--- src/rtl/alkaluenc_pkg.sv ---
// rtl/alkaluenc_pkg.sv - shared ucode definitions for the ALK ALU-field encoder
package alkaluenc_pkg;

  // Request op classes as presented on req_op_h
  typedef enum logic [2:0] {
    OP_PASS = 3'd0,
    OP_ADD  = 3'd1,
    OP_SUB  = 3'd2,
    OP_RSUB = 3'd3,
    OP_BCD  = 3'd4,
    OP_SHL  = 3'd5,
    OP_SHR  = 3'd6,
    OP_RSVD = 3'd7
  } op_e;

  // Sequencer states
  typedef enum logic [1:0] {
    ST_IDLE  = 2'd0,
    ST_LIT   = 2'd1,
    ST_ISSUE = 2'd2,
    ST_SHIFT = 2'd3
  } state_e;

  // ALU micro-op field values driven to the ALK
  localparam logic [3:0] ALU_PASS = 4'b1000;
  localparam logic [3:0] ALU_ADD  = 4'b0100;
  localparam logic [3:0] ALU_SUB  = 4'b0000;
  localparam logic [3:0] ALU_RSUB = 4'b1100;
  localparam logic [3:0] ALU_BCD  = 4'b0101;
  localparam logic [3:0] ALU_SHL  = 4'b0111;
  localparam logic [3:0] ALU_SHR  = 4'b0110;

  localparam int CNT_W = 4;

  // Shift ops repeat in the SHIFT state; everything else issues once
  function automatic logic is_shift(input op_e op);
    return (op == OP_SHL) || (op == OP_SHR);
  endfunction

endpackage

--- src/rtl/alkaluenc_map.sv ---
// rtl/alkaluenc_map.sv - combinational op-class to ALU micro-op field encoder
module alkaluenc_map
  import alkaluenc_pkg::*;
(
  input  op_e        i_op,
  output logic [3:0] o_alu
);

  // Pure lookup; the reserved class falls back to PASS
  always_comb begin
    o_alu = ALU_PASS;
    case (i_op)
      OP_PASS: o_alu = ALU_PASS;
      OP_ADD:  o_alu = ALU_ADD;
      OP_SUB:  o_alu = ALU_SUB;
      OP_RSUB: o_alu = ALU_RSUB;
      OP_BCD:  o_alu = ALU_BCD;
      OP_SHL:  o_alu = ALU_SHL;
      OP_SHR:  o_alu = ALU_SHR;
      OP_RSVD: o_alu = ALU_PASS;
      default: o_alu = ALU_PASS;
    endcase
  end

endmodule

--- src/rtl/alkaluenc_seq.sv ---
// rtl/alkaluenc_seq.sv - ALK ALU-field sequencer: literal, issue and shift-repeat phases
module alkaluenc_seq
  import alkaluenc_pkg::*;
(
  input  logic       clk,
  input  logic       reset_l,
  input  logic       req_valid_h,
  output logic       req_ready_h,
  input  logic [2:0] req_op_h,
  input  logic [3:0] req_cnt_h,
  input  logic       req_lit_h,
  input  logic       abort_h,
  output logic [3:0] alu_h,
  output logic       long_lit_l,
  output logic       busy_h,
  output logic       done_h
);

  state_e           r_state;
  op_e              r_op;
  logic [CNT_W-1:0] r_cnt;
  logic             r_lit;
  logic [CNT_W-1:0] r_ctr;
  logic [3:0]       r_alu;
  logic             r_long_lit_l;
  logic             r_done;

  op_e              w_req_op;
  logic [3:0]       w_req_alu;
  logic             w_accept;

  assign w_req_op = op_e'(req_op_h);

  alkaluenc_map u_map (
    .i_op  (w_req_op),
    .o_alu (w_req_alu)
  );

  // Abort in IDLE blocks acceptance so the request cannot slip in alongside it
  assign req_ready_h = (r_state == ST_IDLE) && !abort_h;
  assign w_accept    = req_valid_h && req_ready_h;

  assign alu_h      = r_alu;
  assign long_lit_l = r_long_lit_l;
  assign done_h     = r_done;
  assign busy_h     = (r_state != ST_IDLE);

  // Sequencer: outputs are registered together with the state they belong to,
  // so every output value is decided one edge before it is shown
  always_ff @(posedge clk) begin
    if (!reset_l) begin
      r_state      <= ST_IDLE;
      r_op         <= OP_PASS;
      r_cnt        <= '0;
      r_lit        <= 1'b0;
      r_ctr        <= '0;
      r_alu        <= ALU_PASS;
      r_long_lit_l <= 1'b1;
      r_done       <= 1'b0;
    end else begin
      case (r_state)
        ST_IDLE: begin
          r_alu        <= ALU_PASS;
          r_long_lit_l <= 1'b1;
          r_done       <= 1'b0;
          if (w_accept) begin
            r_op  <= w_req_op;
            r_cnt <= req_cnt_h;
            r_lit <= req_lit_h;
            r_alu <= w_req_alu;
            if (req_lit_h) begin
              // Literal cycle first; the op code is already on the field
              r_state      <= ST_LIT;
              r_long_lit_l <= 1'b0;
            end else if (is_shift(w_req_op)) begin
              // A zero count is a single shift step that is also the last
              r_state <= ST_SHIFT;
              r_ctr   <= req_cnt_h;
              r_done  <= (req_cnt_h == '0);
            end else begin
              r_state <= ST_ISSUE;
              r_done  <= 1'b1;
            end
          end
        end

        ST_LIT: begin
          // A LIT phase without a captured literal is treated as stray and dropped
          if (abort_h || !r_lit) begin
            r_state      <= ST_IDLE;
            r_alu        <= ALU_PASS;
            r_long_lit_l <= 1'b1;
            r_done       <= 1'b0;
          end else if (is_shift(r_op)) begin
            r_state      <= ST_SHIFT;
            r_ctr        <= r_cnt;
            r_long_lit_l <= 1'b1;
            r_done       <= (r_cnt == '0);
          end else begin
            r_state      <= ST_ISSUE;
            r_long_lit_l <= 1'b1;
            r_done       <= 1'b1;
          end
        end

        ST_ISSUE: begin
          r_state      <= ST_IDLE;
          r_alu        <= ALU_PASS;
          r_long_lit_l <= 1'b1;
          r_done       <= 1'b0;
        end

        ST_SHIFT: begin
          if (abort_h || (r_ctr == '0)) begin
            r_state      <= ST_IDLE;
            r_alu        <= ALU_PASS;
            r_long_lit_l <= 1'b1;
            r_done       <= 1'b0;
          end else begin
            // The step that brings the counter to zero is the final one
            r_ctr  <= r_ctr - 1'b1;
            r_done <= (r_ctr == 4'd1);
          end
        end

        default: begin
          r_state      <= ST_IDLE;
          r_alu        <= ALU_PASS;
          r_long_lit_l <= 1'b1;
          r_done       <= 1'b0;
        end
      endcase
    end
  end

endmodule

--- config.mk ---
export PLATFORM = sky130hd
export DESIGN_NAME = alkaluenc_seq
export DESIGN_NICKNAME = d
export VERILOG_FILES = /design/src/rtl/alkaluenc_pkg.sv /design/src/rtl/alkaluenc_map.sv /design/src/rtl/alkaluenc_seq.sv
export SDC_FILE = /design/constraint.sdc
export NUM_CORES = 1
export LEC_CHECK = 0
export CORE_MARGIN = 5
export CORE_UTILIZATION = 51
export DETAILED_ROUTE_END_ITERATION = 12
export PLACE_DENSITY = 0.88
export SETUP_SLACK_MARGIN = 0.05
export SLEW_MARGIN = 20
export SYNTH_ARGS = -nofsm -noshare
export SYNTH_HDL_FRONTEND = slang
export SYNTH_HIERARCHICAL = 1
export SYNTH_SLANG_ARGS = --single-unit
--- constraint.sdc ---
create_clock -name clk -period 2 [get_ports clk]
set_input_delay 0.4 -clock clk [delete_from_list [all_inputs] [get_ports clk]]
set_output_delay 0.4 -clock clk [all_outputs]
set_load 0.01 [all_outputs]
Yosys cells after proc, flatten, opt, wreduce, memory -nomap -nowiden
Memory sizes are Yosys's and may differ from the RTL's.
Cells that the tools add are included.
- flip-flop bits (word level): 20
- bits in read-only memories: 32
- input bits: 12
- output and inout port bits: 8
- logic and storage cells: 74
- memories: 1
- memory list (name ; words ; width ; read ports ; clocked after Yosys merged registers in ; wr ports ; RTL line ; RTL):
    (name not given) ; 8 ; 4 ; 1 ; 0 ; 0 ; alkaluenc_map.sv:12 ; case (i_op)
- $add $sub $neg: 1
- eq/ne operators: 16
- mux-type cells: 29
- reductions and logical operators: 19
- operators with widths (operator ; count):
    $mux W4 ; 9
    $pmux W4 S4 ; 1
    $ne A2 B2 Y1 const B ; 7
    $eq A3 B3 Y1 const B ; 4
    $logic_not A4 Y1 ; 3
    $pmux W4 S3 ; 1
    $mux W1 ; 11
    $mux W2 ; 4
    $pmux W2 S4 ; 1
    $reduce_and A7 Y1 ; 1
    $reduce_and A2 Y1 ; 3
    $eq A2 B2 Y1 const B ; 2
    $eq A4 B1 Y1 const B ; 1
    $logic_or A1 B1 Y1 ; 4
    $pmux W1 S4 ; 1
    $sub A4 B1 Y4 const B ; 1
    $pmux W1 S3 ; 1
    $reduce_bool A3 Y1 ; 1
    $eq A2 B1 Y1 const B ; 1
    $logic_and A1 B1 Y1 ; 2
    $logic_not A1 Y1 ; 2
    $logic_not A2 Y1 ; 1
    $ne A2 B1 Y1 const B ; 1
    $reduce_bool A2 Y1 ; 1
    $reduce_or A2 Y1 ; 1

Depth between registers and ports, before layout
Gate-level depths: netlist (run 1).
- depth in word-level cells: 6
- gate-level depth with buffers: 6
- gate-level depth less buffers: 6

Modules after synthesis
Netlist (run 1), hierarchy kept.
- modules (own cells, without submodules) (module ; times used ; cells each ; area each (um^2) ; seq. area each (um^2)):
    alkaluenc_seq ; 1 ; 125 ; 1048.5 ; 400.4
    alkaluenc_map ; 1 ; 8 ; 67.6 ; 0.0

Worst setup path before layout (run 1)
No wires, ideal clock.
- kind: register to register
- start: register r_ctr[0]
- end: register r_ctr[0]
- library setup time: 129 ps
- data arrival time: 1386 ps
- required time: 1871 ps
- setup slack: 485 ps
- stages on the path, launching flop included: 7
- buffers on the path: 0
- clock period less this slack: 1515 ps
- path through: dfxtp_1 -> inv_1 -> ha_1 -> or3b_2 -> nand2_1 -> o211ai_2 -> mux2i_1
- word-level cells in the longest chain between the ends: 4
- elaborated cells between the ends (all ways): 7
- classes of those cells: add/sub: 1; eq/ne: 1; mux: 2; reduce/logical: 3
- RTL lines (item ; RTL line ; RTL):
    start: declaration ; alkaluenc_seq.sv:23 ; logic [CNT_W-1:0] r_ctr;
    start signal: assignment ; alkaluenc_seq.sv:78 ; r_ctr <= req_cnt_h;
    start signal: assignment ; alkaluenc_seq.sv:96 ; r_ctr <= r_cnt;
    start signal: assignment ; alkaluenc_seq.sv:121 ; r_ctr <= r_ctr - 1'b1;
    branches (longest 4 deep; another with $sub A4 B1 Y4) ; - ;
Several ways; the timed one is not identified. The select of a mux whose other input is x is not followed.
A chain may end at the register's enable or synchronous reset.

Final worst setup path (run 1)
- start: register r_state[1]
- end: output port busy_h
- word-level cells in the longest chain between the ends: 1
- RTL lines (item ; RTL line ; RTL):
    start: declaration ; alkaluenc_seq.sv:19 ; state_e r_state;
    start signal: assignment ; alkaluenc_seq.sv:52 ; r_state <= ST_IDLE;
    start signal: assignment ; alkaluenc_seq.sv:73 ; r_state <= ST_LIT;
    start signal: assignment ; alkaluenc_seq.sv:77 ; r_state <= ST_SHIFT;
    $reduce_bool A2 Y1 ; alkaluenc_seq.sv:46 ; assign busy_h = (r_state != ST_IDLE);
    end: declaration ; alkaluenc_seq.sv:15 ; output logic busy_h,
Every way passes these cells.

==> flow_metrics.py, run 1 <==
metrics = {
    "critical_path": {
        "endpoint_kind": "output pin",
        "cp.arrival_ps": 1470,
        "r2r_start": "r_ctr[0]$_SDFFE_PN0P_",
        "cp_max_fo": 5,
        "r2r_slack_ps": 280,
        "critPathLaunchType": "register",
        "r2r-end": "r_ctr[3]$_SDFFE_PN0P_",
        "required_ps": 1600,
        "crit_start": "r_state[1]$_SDFFE_PN0P_",
        "path_class": "reg -> out",
        "r2r_cells": 6,
    },
    "logic_synthesis": {
        "synth_area_leader_cell": "dfxtp_1",
        "synth_edf_count": 0,
        "seq_area_frac_synth": 0.359,
        "synth_nets": 149,
        "ys_top_cells_by_area": "dfxtp_1 36%, nand2_1 9.1%, a21boi_0 6.1%",
        "ys_ff_latch": 20,
        "synthCells": 133,
        "synth_warnings": 6,
        "syn_area_um2": 1120,
        "ys_types": 36,
        "yosysTopAreaCellShare": 0.359,
        "postSynthAreaPerCell_um2": 8.39,
        "ys.flop_type": "dfxtp_1",
        "ys_async_sr_fraction": 0,
    },
    "min_path": {
        "hold_class": "reg -> reg",
        "min_to": "r_lit$_SDFFE_PN0P_",
        "hp-start": "r_lit$_SDFFE_PN0P_",
        "hold_depth": 2,
    },
    "final_layout": {
        "fin_nets": 175,
        "final_common_cell": "nand2_1",
        "fill_cells": 164,
        "drive_gt1_frac": 0.133,
        "fin_area_um2": 1430,
        "area_growth_pct": 28.3,
        "diodes": 0,
        "multi_input_area_um2": 672,
        "fin_util": 0.666,
        "mostFrequentLayoutCells": "27 x nand2_1, 20 x dfxtp_1, 18 x clkdlybuf4s50_1",
        "layout.cells.non_filler": 186,
        "seqCellArea_um2": 400,
    },
    "timing": {
        "slew_viol_final": 0,
        "worst_slack_ps": 128,
        "fmax_mhz": 534,
        "rsz0062_at_grt": "no",
        "finalHoldViolations": 0,
        "fin_crit_sh": 0.936,
        "worstMarginPinSlew_ps": 359,
        "post-route-min-period_ps": 1870,
        "skew_ps": 9.57,
        "slew_headroom": 0.760,
        "finalSetupViolations": 0,
    },
    "power": {
        "irDropWorstVdd_mv": 0.413,
        "sw_frac_of_total": 0.246,
        "pwr-share-seq": 0.455,
        "power.clock.fraction": 0.364,
        "power_density_nw_per_um2": 653,
        "p_leak_nw": 0.573,
        "power_switching_mw": 0.230,
        "p_comb_frac": 0.181,
        "finalPower_mw": 0.935,
        "p_int_mw": 0.705,
    },
    "clocking": {
        "clock-root-buffer": "clkbuf_4",
        "cts_made_buffers": 3,
        "htreeDepth": 1,
        "path_clk_slew_ps": 130,
        "post_cts_buffers": 0,
        "worstSkewPairLatency_ps": 320,
        "clock_path_buffers": 2,
        "cts_sinks": 20,
        "cts_tree": "done",
    },
    "floorplanning": {
        "dieWidth_um": 56.8,
        "core_area_um2": 2150,
        "initial_core_util": 0.520,
        "dieArea_um2": 3220,
        "num_rows": 17,
        "io_pins": 20,
        "die_h_um": 56.8,
    },
    "global_route": {
        "grt_pass1_wl_um": 4550,
        "grt_max_degree": 26,
        "grt_antenna_before_repair": 0,
        "grt_overflow": 0,
        "grtUsageTotal": 0.179,
        "grt_pass1_vias": 1023,
    },
    "drt": {
        "drtIter0Drc": 47,
        "final_antenna_net_count": 0,
        "avgViaCountPerCell": 5.64,
        "vias": 1049,
        "drc": 0,
        "routedWlPerCell_um": 14.3,
        "drt-total-wl_um": 2660,
        "drtPass1Iterations": 4,
    },
    "job": {
        "maxCapViolations": 0,
    },
    "placed_design": {
        "placed_area_um2": 1380,
        "hpwl_um": 1870,
        "gp_congestion": 0.796,
        "place_ws_ps": -5.18,
        "dp_cells": 182,
        "io_buffers": 19,
    },
    "status": {
        "outcome": "completed",
    },
}
-- power by group through the flow --
stage	clock, mW	sequential, mW	combinational [mW]
final	0.340	0.425	0.169
after global routing	0.359	0.427	0.184
after CTS	0.341	0.425	0.168
after detailed placement	0	0.434	0.167
after global placement	0	0.433	0.163
after floorplan	0	0.434	0.0877
-- kinds of logic (layout without fill, tap and decap cells) --
family          Yosys count  in the layout  share of synthesized area
compound gates           35             35                      0.220
xor+xnor                  3              3                     0.0235
fa+ha+maj                 4              4                     0.0448
buf+inv                  11             36                     0.0448
flops                    20             20                      0.359
mux                       6              6                     0.0538
simple gates             54             54                      0.254
-- flip-flops by register name, indices dropped and copies added, names as in the netlist --
name        count
alu_h           4
long_lit_l      1
r_ctr           4
r_cnt           4
r_lit           1
r_op            3
done_h          1
r_state         2
-- cell type report --
class                      count  area share
clock inverter                 1      0.0210
inverter                       4      0.0105
multi-input combinational    102       0.469
sequential                    20       0.280
timing repair buffer          28       0.179
tap                           28      0.0245
clock buffer                   3      0.0157
-- through the flow --
step / hold WS, ps / TNS [ps]
final: 485 / 0
after CTS: 483 / 0
after detailed placement: 467 / -5.18
after floorplan: 439 / 0
after global placement: 461 / 0
after global routing: 524 / 0
-- how the worst max path moves through the flow --
stage,to
detailed placement,done_h$_SDFF_PN0_
global route,busy_h
global placement,req_ready_h
finish,busy_h
CTS,busy_h
floorplan,r_ctr[0]$_SDFFE_PN0P_
-- Yosys cell counts, drive strengths merged, types with 2 or more instances --
cell,n
nand2,27
dfxtp,20
o21ai,11
a21boi,10
nor2b,8
mux2i,6
clkbuf,5
ha,4
inv,4
nor2,4
a22oi,3
a21oi,2
a31oi,2
and2,2
buf,2
nand3,2
o211a,2
or4,2
xor2,2
-- critical path: stages, from the launching register on --
cell	delay, ps
dfxtp_1	330
or2_2	340
clkdlybuf4s50_1	490
-- timing repair --
item	4_1_cts	5_1_grt
setup endpoints to repair	1	0
resized for setup	1	0
hold buffers	0	0
-- metal layers --
layer	wire length, µm	vias up	track usage
met5	0	-	0
met3	142	6	0.0345
li1	-	508	-
met1	1130	498	0.212
met4	67	0	0.113
met2	1320	37	0.294
Power figures use the tool's default switching activity.
==> run 2: changes to the inputs <==
GPL_ROUTABILITY_DRIVEN = 1   (was unset)
PLACE_DENSITY = 0.79   (was 0.88)
==> run 2 against run 1 <==
Worst setup slack improved by 26 ps; clock power is 31% lower; sequential cell count unchanged; clock skew is 6.7 ps lower; combinational power about the same; fmax rose by 1.4%; worst hold slack gained 4.7 ps; highest routed layer unchanged; critical endpoint unchanged; clock-buffer cell count rose by 1; final cell count up 0.54%; critical path type unchanged.
==> flow_metrics.py, run 2 (same netlist as run 1, synthesis figures left out) <==
metrics = {
    "final_layout": {
        "mostFrequentLayoutCells": "27 x nand2_1, 20 x dfxtp_1, 18 x clkdlybuf4s50_1",
        "diodes": 0,
        "area_growth_pct": 27.5,
        "fin_nets": 176,
        "drive_gt1_frac": 0.138,
        "final_common_cell": "nand2_1",
    },
    "power": {
        "p_comb_frac": 0.204,
        "power.clock.fraction": 0.282,
        "irDropWorstVdd_mv": 0.379,
        "power_switching_mw": 0.213,
        "pwr-share-seq": 0.513,
        "p_leak_nw": 0.571,
        "power_density_nw_per_um2": 581,
        "p_int_mw": 0.614,
        "sw_frac_of_total": 0.257,
    },
    "critical_path": {
        "worst-path-buf-inv": 1,
        "endpoint_kind": "output pin",
        "critPathLaunchType": "register",
        "cp_top_family": "buffers and inverters",
        "path_class": "reg -> out",
        "cp_max_fo": 5,
        "path_cells": "or2_2 -> clkdlybuf4s50_1",
        "slowest_delay_ps": 490,
        "required_ps": 1600,
        "worst_path_max_delay_cell": "clkdlybuf4s50_1",
        "cp.arrival_ps": 1450,
    },
    "floorplanning": {
        "initial_core_util": 0.520,
        "dieWidth_um": 56.8,
        "num_rows": 17,
        "die_h_um": 56.8,
        "dieArea_um2": 3220,
        "io_pins": 20,
        "core_area_um2": 2150,
    },
    "timing": {
        "worst_hold_slack_ps": 489,
        "post-route-min-period_ps": 1850,
        "finalSetupViolations": 0,
        "fmax_mhz": 542,
        "worstMarginPinSlew_ps": 376,
        "worst_slack_ps": 154,
        "rsz0062_at_grt": "no",
        "timing.setup.tns_ps": 0,
        "skew_ps": 2.84,
        "slew_headroom": 0.749,
        "finalHoldViolations": 0,
        "fin_crit_sh": 0.923,
        "slew_viol_final": 0,
    },
    "global_route": {
        "grt_antenna_before_repair": 0,
        "grt_pass1_wl_um": 4000,
        "grt_max_degree": 13,
        "grt_overflow": 0,
        "grt_pass1_vias": 942,
        "grtUsageTotal": 0.154,
    },
    "drt": {
        "vias": 1009,
        "drtPass1Iterations": 4,
        "drtIter0Drc": 24,
        "final_antenna_net_count": 0,
        "drc": 0,
        "drt-total-wl_um": 2430,
        "avgViaCountPerCell": 5.40,
        "routedWlPerCell_um": 13.0,
    },
    "clocking": {
        "cts_made_buffers": 3,
        "cts_tree": "done",
        "cts_sinks": 20,
        "path_clk_slew_ps": 110,
        "post_cts_buffers": 0,
        "htreeDepth": 1,
        "clock-root-buffer": "clkbuf_4",
        "clock_path_buffers": 2,
        "worstSkewPairLatency_ps": 300,
    },
    "placed_design": {
        "hpwl_um": 1840,
        "gp_congestion": 0.868,
        "io_buffers": 19,
        "place_ws_ps": 32.9,
    },
    "status": {
        "outcome": "completed",
    },
    "job": {
        "maxCapViolations": 0,
    },
    "min_path": {
        "hold_class": "reg -> reg",
    },
}
==> run 2: path summary, 6_finish.rpt <==
path | end | slack (ps) | startpoint | cells past startpoint
worst max register to register | r_ctr[1]$_SDFFE_PN0P_ | 320 | r_ctr[0]$_SDFFE_PN0P_ | 6
worst min-delay path | r_op[2]$_SDFFE_PN0P_ | 490 | r_op[2]$_SDFFE_PN0P_ | 2
worst max-delay path | busy_h | 150 | r_state[1]$_SDFFE_PN0P_ | 2
worst min register to register | r_op[2]$_SDFFE_PN0P_ | 490 | r_op[2]$_SDFFE_PN0P_ | 2
==> run 2: metrics by stage <==
| step | power (mW) | cells | cell area, µm² | util |
|---|---|---|---|---|
| 6_report | 0.827 | 187 | 1420 | 0.662 |
| 5_1_grt | 0.871 | 187 | 1420 | 0.662 |
| 4_1_cts | 0.836 | 187 | 1420 | 0.662 |
| 3_5_place_dp | 0.602 | 183 | 1390 | 0.646 |
| 3_3_place_gp | 0.598 | 183 | 1390 | 0.646 |
| 2_1_floorplan | 0.522 | 133 | 1120 | - |
==> run 2: worst reg2reg max path, stage by stage (launching register included) <==
cell	delay [ps]
dfxtp_1	370
inv_1	70
ha_1	170
or3b_2	480
nand2_1	140
o211ai_2	180
mux2i_1	160
==> run 2: power groups by stage <==
stage          clock [mW]  combinational [mW]  sequential (mW)
4_1_cts             0.243               0.169            0.425
2_1_floorplan           0              0.0877            0.434
6_report            0.234               0.169            0.425
3_5_place_dp            0               0.168            0.434
5_1_grt             0.260               0.184            0.427
3_3_place_gp            0               0.165            0.433
==> run 2: cell type report <==
type	instances	area, µm²
Tap cell	28	35.0
Fill cell	180	726
Sequential cell	20	400
Inverter	4	15.0
Clock buffer	4	36.3
Timing Repair Buffer	29	264
Multi-Input combinational cell	102	672
==> run 2: timing repair <==
| item | 4_1_cts | 5_1_grt |
|---|---|---|
| endpoints found under the hold margin | 0 | 0 |
| gates resized for setup | 1 | 0 |
| setup endpoints to repair | 1 | 0 |
| hold buffers | 0 | 0 |
==> run 2: metal layers <==
metal  global-route usage  vias up  wire length (µm)  share of wire
li1                     -      514                 -              -
met1                0.201      465              1080           0.44
met2                0.246       28              1170           0.48
met3               0.0322        2               168          0.069
met4               0.0629        0                14         0.0058
met5                    0        -                 0              0
